[config.mk]
export PLATFORM = sky130hd
export DESIGN_NAME = clock_period_meter
export DESIGN_NICKNAME = d
export VERILOG_FILES = /design/src/rtl/clock_period_meter.sv
export SDC_FILE = /design/constraint.sdc
export NUM_CORES = 1
export LEC_CHECK = 0
export ABC_AREA = 1
export BUFFER_PORTS_ARGS = -buffer_cell sky130_fd_sc_hd__buf_2
export CORE_MARGIN = 5
export CORE_UTILIZATION = 30
export DETAILED_ROUTE_END_ITERATION = 12
export GPL_ROUTABILITY_DRIVEN = 1
export HOLD_SLACK_MARGIN = 0.05
export PLACE_DENSITY = 0.45
export SYNTH_ARGS = -nofsm -noshare
export SYNTH_HDL_FRONTEND = slang
export SYNTH_SLANG_ARGS = --single-unit
[constraint.sdc]
create_clock -name clock_in -period 4.2 [get_ports clock_in]
set_input_delay 0.63 -clock clock_in [delete_from_list [all_inputs] [get_ports clock_in]]
set_output_delay 0.63 -clock clock_in [all_outputs]
set_load 0.02 [all_outputs]
[src/rtl/clock_period_meter.sv]
// rtl/clock_period_meter.sv - measures period and high time of a slow square wave in clock_in cycles
//
// Purpose:
//   Sits at the measuring end of a clock-divider path. One start request
//   arms a single measurement: wait for a rising edge of sig_in, count the
//   high phase up to the falling edge, count the low phase up to the next
//   rising edge, then publish period = high + low and high_time = high.
//   A watchdog aborts the measurement if it does not finish within TIMEOUT
//   clock_in cycles of the start.
//
// Ports:
//   clock_in     in   system clock, everything on the rising edge
//   reset        in   synchronous, active-high reset
//   sig_in       in   slow signal under measurement, asynchronous
//   start        in   one-cycle request for one measurement (ignored while busy)
//   busy         out  measurement in progress
//   valid        out  one-cycle pulse, period/high_time updated on this cycle
//   period       out  rising-to-rising interval in clock_in cycles (saturating)
//   high_time    out  rising-to-falling interval in clock_in cycles (saturating)
//   timeout_err  out  sticky abort flag, cleared by the next accepted start

module clock_period_meter #(
    parameter int                   CNT_WIDTH   = 28,
    parameter logic [CNT_WIDTH-1:0] TIMEOUT     = 28'd100_000_000,
    parameter int                   SYNC_STAGES = 2
) (
    input  logic                 clock_in,
    input  logic                 reset,
    input  logic                 sig_in,
    input  logic                 start,
    output logic                 busy,
    output logic                 valid,
    output logic [CNT_WIDTH-1:0] period,
    output logic [CNT_WIDTH-1:0] high_time,
    output logic                 timeout_err
);

    typedef enum logic [1:0] {
        IDLE = 2'd0,
        ARM  = 2'd1,
        HIGH = 2'd2,
        LOW  = 2'd3
    } state_t;

    localparam logic [CNT_WIDTH-1:0] ONE      = {{(CNT_WIDTH-1){1'b0}}, 1'b1};
    localparam logic [CNT_WIDTH-1:0] TMO_LAST = TIMEOUT - ONE;

    state_t state;
    state_t state_nx;

    logic [SYNC_STAGES-1:0] sync_q;
    logic                   s;
    logic                   s_d;
    logic                   rise_q;
    logic                   fall_q;

    logic [CNT_WIDTH-1:0]   hcnt;
    logic [CNT_WIDTH-1:0]   lcnt;
    logic [CNT_WIDTH-1:0]   tcnt;

    logic [CNT_WIDTH:0]     sum_full;
    logic [CNT_WIDTH-1:0]   sum_sat;

    logic                   start_ok;
    logic                   done;
    logic                   tmo_hit;
    logic                   abort;

    // Saturating increment: counters stick at all-ones instead of wrapping.
    function automatic logic [CNT_WIDTH-1:0] sat_inc(input logic [CNT_WIDTH-1:0] v);
        return (&v) ? v : v + ONE;
    endfunction

    // ------------------------------------------------------------------
    // Synchroniser and edge detect
    // ------------------------------------------------------------------
    // The edge pulses are registered so that the FSM acts on a clean flop
    // output; both edges get the same extra cycle, so the measured
    // intervals are unaffected.
    assign s = sync_q[SYNC_STAGES-1];

    always_ff @(posedge clock_in) begin
        if (reset) begin
            sync_q <= '0;
            s_d    <= 1'b0;
            rise_q <= 1'b0;
            fall_q <= 1'b0;
        end else begin
            sync_q <= {sync_q[SYNC_STAGES-2:0], sig_in};
            s_d    <= s;
            rise_q <= s & ~s_d;
            fall_q <= ~s & s_d;
        end
    end

    // ------------------------------------------------------------------
    // Control decode
    // ------------------------------------------------------------------
    assign start_ok = (state == IDLE) && start;
    assign done     = (state == LOW) && rise_q;
    assign tmo_hit  = (tcnt == TMO_LAST);
    // Completion on the timeout cycle takes priority over the abort.
    assign abort    = (state != IDLE) && tmo_hit && !done;

    assign sum_full = {1'b0, hcnt} + {1'b0, lcnt};
    assign sum_sat  = sum_full[CNT_WIDTH] ? '1 : sum_full[CNT_WIDTH-1:0];

    // ------------------------------------------------------------------
    // FSM: state register
    // ------------------------------------------------------------------
    always_ff @(posedge clock_in) begin
        if (reset) begin
            state <= IDLE;
        end else begin
            state <= state_nx;
        end
    end

    // ------------------------------------------------------------------
    // FSM: next-state logic
    // ------------------------------------------------------------------
    always_comb begin
        state_nx = state;
        case (state)
            IDLE: if (start_ok) state_nx = ARM;
            // A high level already present at start produces no rise, so ARM
            // naturally waits for the next full high phase.
            ARM:  if (rise_q)   state_nx = HIGH;
            HIGH: if (fall_q)   state_nx = LOW;
            LOW:  if (rise_q)   state_nx = IDLE;
            default:            state_nx = IDLE;
        endcase
        if (abort) begin
            state_nx = IDLE;
        end
    end

    // ------------------------------------------------------------------
    // FSM: outputs
    // ------------------------------------------------------------------
    always_comb begin
        busy = (state != IDLE);
    end

    // ------------------------------------------------------------------
    // Counters, watchdog and result registers
    // ------------------------------------------------------------------
    always_ff @(posedge clock_in) begin
        if (reset) begin
            hcnt        <= '0;
            lcnt        <= '0;
            tcnt        <= '0;
            period      <= '0;
            high_time   <= '0;
            valid       <= 1'b0;
            timeout_err <= 1'b0;
        end else begin
            valid <= 1'b0;

            if (state == IDLE) begin
                if (start) begin
                    tcnt        <= '0;
                    timeout_err <= 1'b0;
                end
            end else begin
                tcnt <= sat_inc(tcnt);
                if (abort) begin
                    timeout_err <= 1'b1;
                end
            end

            case (state)
                ARM: begin
                    if (rise_q) begin
                        hcnt <= ONE;
                    end
                end
                HIGH: begin
                    if (fall_q) begin
                        lcnt <= ONE;
                    end else begin
                        hcnt <= sat_inc(hcnt);
                    end
                end
                LOW: begin
                    if (rise_q) begin
                        period    <= sum_sat;
                        high_time <= hcnt;
                        valid     <= 1'b1;
                    end else begin
                        lcnt <= sat_inc(lcnt);
                    end
                end
                default: begin
                end
            endcase
        end
    end

endmodule

==> results.txt <==
----------------------------------------------------
[Logic synthesis]
  Warnings from Yosys ... 0
  Yosys cell types ... 40
  Post-synthesis cell type with the largest combined area ... sky130_fd_sc_hd__dfxtp_1
  Syn Area/Cell ... 6.06 um^2
  Synth Instances ... 1,608
  Register bit count reported by yosys ... 149
  Most repeated cell in the gate-level netlist after synthesis ... sky130_fd_sc_hd__nand2_1
  Commonest cells in the synthesized netlist ... sky130_fd_sc_hd__nand2_1 (468), sky130_fd_sc_hd__nor2_1 (249), sky130_fd_sc_hd__inv_1 (223)
  Yosys top cell area share ... 0.306
  Post-synth top flop ... sky130_fd_sc_hd__dfxtp_1
  Register area share after synthesis ... 0.306
  Post-synthesis instance area ... 9750 um^2
  Post-synth ARST share ... 0
  Count of flip-flops with a built-in enable after synthesis ... 0
  Syn Nets ... 1,648
  Synth area leaders ... sky130_fd_sc_hd__dfxtp_1 (31%), sky130_fd_sc_hd__nand2_1 (18%), sky130_fd_sc_hd__nor2_1 (9.6%)

[Clocking]
  Library cell used as clock root buffer ... sky130_fd_sc_hd__clkbuf_16
  Cts repair resizes ... 0
  Clock transition at path regs ... 0.07 ns
  TritonCTS clock tree ... built
  Number of H-tree levels ... 4
  Worst-skew pair later-pin latency ... 0.45 ns
  Post-CTS repair timing setup buffer count ... 0
  Cts hold-fix bufs ... 0
  Number of clock sinks ... 149
  Bufs on Longest Clock Path ... 2
  Number of CTS-inserted buffers ... 17

[Timing]
  Final-layout setup total negative slack ... 0 ns
  Measured slew at the worst slew-check pin ... 0.743 ns
  Headroom to the max-slew limit ... 0.505
  Final Critical Period ... 2.88 ns
  Pins Over Slew Limit ... 0
  Fmax ... 348 MHz
  Setup Viol. Count Final ... 0
  RSZ-0062 raised after global routing ... false
  Number of failing hold endpoints at the final stage ... 0
  Largest clock skew in the final design ... 0.0133 ns
  Final worst-path cycle share ... 0.685

[Floorplanning]
  Std-Cell Rows ... 66
  Die extent in y ... 190 um
  X dimension of the die ... 190 um
  Effective utilization at floorplan ... 0.302
  Die Area ... 36,200 um^2
  Number of top-level design ports ... 63
  Core area ... 32,300 um^2

[Finish]
  Fill cells ... 3,654
  Area added between synthesis and finish ... 13.2%
  Ratio of cells with drive above 1 in the final layout ... 0.0830
  Nets ... 1,690
  Antenna cell count ... 0
  Core utilization of the finished layout ... 0.342

[Place]
  Count of port buffers added during placement ... 62
  Sum of net half-perimeters after detailed placement ... 24,300 um
  GPL Wtd Cong ... 0.888

[Route]
  Drt pass-1 iters ... 5
  Average wire per cell in the routed design ... 15.0 um
  Aggregate routed wire length ... 31,600 um
  Post-route antenna net violation count ... 0
  Initial DRC Count ... 488
  DR vias/cell ... 4.68
  DRC violations left ... 0
  Vias ... 9,858

[GRT]
  Vias in the first global route ... 9,372
  Leftover overflow at the end of global routing ... 0
  Initial antenna violation count ... 0
  Maximum number of pins on one net before global-route repair ... 75
  Global-route total usage across every layer ... 0.177
  First-pass GRT wire length ... 50,500 um

[Worst setup path]
  Critical path required time ... 4.58 ns
  Element type at the critical path end ... flop
  CP startpoint kind ... flop
  Classification of the worst setup path ... reg2reg
  Critical-path maximum fanout ... 30
  Data arrival, critical path ... 3.25 ns

[Power]
  Worst vdd ir ... 0.000313 V
  Leakage power summed over all cells ... 0.00479 uW
  Total power per unit cell area ... 351 nW/um^2

[Status]
  Result of the run ... finished clean

[Job]
  Count of max-cap constraint violations ... 0

[Min path]
  Worst Hold Class ... in2reg

----------------------------------------------------
[power breakdown]
part           switching, uW  leakage [uW]  total, uW  internal [uW]
registers               33.9       0.00120       1480           1440
clock network            708      0.000285       1660            948
logic                    613       0.00330        747            134
total                   1360       0.00479       3880           2520
[worst max-delay path: stages, from the launching register on]
cell	delay (ns)
sky130_fd_sc_hd__dfxtp_1	0.34
sky130_fd_sc_hd__inv_1	0.09
sky130_fd_sc_hd__ha_1	0.32
sky130_fd_sc_hd__inv_1	0.07
sky130_fd_sc_hd__buf_4	0.23
sky130_fd_sc_hd__a21oi_1	0.33
sky130_fd_sc_hd__nand2_2	0.44
sky130_fd_sc_hd__nand2_2	0.64
sky130_fd_sc_hd__o21ai_0	0.19
sky130_fd_sc_hd__a21oi_1	0.15
[worst paths after layout]
| check | startpoint | endpoint | slack [ns] | cells past startpoint |
|---|---|---|---|---|
| max | state[0] | hcnt[0] | 1.32 | 9 |
| min reg2reg | s_d | rise_q | 0.42 | 1 |
| max reg2reg | state[0] | hcnt[0] | 1.32 | 9 |
| min | sig_in | sync_q[0] | 0.40 | 3 |
[logic make-up (layout without fill, tap and decap cells)]
kind of cell / Yosys count / after routing / share of synthesized area
flip-flops: 149 / 149 / 0.306
XOR/XNOR: 34 / 34 / 0.0305
AO/OA/AOI/OAI: 173 / 173 / 0.0929
buffers and inverters: 272 / 327 / 0.111
adder cells (fa/ha/maj): 36 / 36 / 0.0470
AND/OR/NAND/NOR: 944 / 944 / 0.412
[final cells by class]
class / count / area [um^2] / area share
Multi-Input combinational cell: 1187 / 5680 / 0.515
Sequential cell: 149 / 2980 / 0.270
Inverter: 227 / 852 / 0.0772
Tap cell: 442 / 553 / 0.0501
Clock buffer: 17 / 425 / 0.0385
Timing Repair Buffer: 68 / 355 / 0.0322
Clock inverter: 15 / 191 / 0.0173
[through the flow]
stage / hold WS [ns] / setup WS, ns / area, um^2 / power (uW) / instances
after CTS: 0.373 / 1.30 / 11000 / 3940 / 2105
after global routing: 0.383 / 1.04 / 11000 / 4090 / 2105
final: 0.396 / 1.32 / 11000 / 3880 / 2105
after global placement: 0.408 / 1.33 / 10400 / 2260 / 2073
after floorplan: 0.388 / 2.06 / 9750 / 2130 / 1608
after detailed placement: 0.407 / 1.31 / 10400 / 2270 / 2073
[registers in the layout, indices dropped and copies added (netlist names)]
register and cells:
sync_q 2, period 28, tcnt 28, state 2, rise_q 1, fall_q 1, lcnt 28, valid 1
hcnt 28, timeout_err 1, s_d 1, high_time 28
[layout by cell type (no fill, tap or decap), types with 10 or more instances in the layout]
cell	Yosys	final
sky130_fd_sc_hd__nand3b_1	10	10
sky130_fd_sc_hd__nor2_1	249	249
sky130_fd_sc_hd__nand4_1	22	22
sky130_fd_sc_hd__buf_2	9	62
sky130_fd_sc_hd__nand2_2	10	10
sky130_fd_sc_hd__nand3_1	130	130
sky130_fd_sc_hd__a21oi_1	106	106
sky130_fd_sc_hd__dfxtp_1	149	149
sky130_fd_sc_hd__inv_1	223	222
sky130_fd_sc_hd__xnor2_1	16	16
sky130_fd_sc_hd__nand2_1	468	468
sky130_fd_sc_hd__o21ai_0	53	53
sky130_fd_sc_hd__clkbuf_16	0	17
sky130_fd_sc_hd__nor3_1	26	26
sky130_fd_sc_hd__ha_1	35	35
sky130_fd_sc_hd__xor2_1	18	18
[per-layer routing]
layer	up-vias	GRT usage	wire length (um)
li1	5152	-	-
met3	45	0.0244	908
met2	146	0.293	14600
met4	0	0.0680	905
met1	4515	0.234	15100
met5	-	0	0
(Power assumes the default switching activity.)
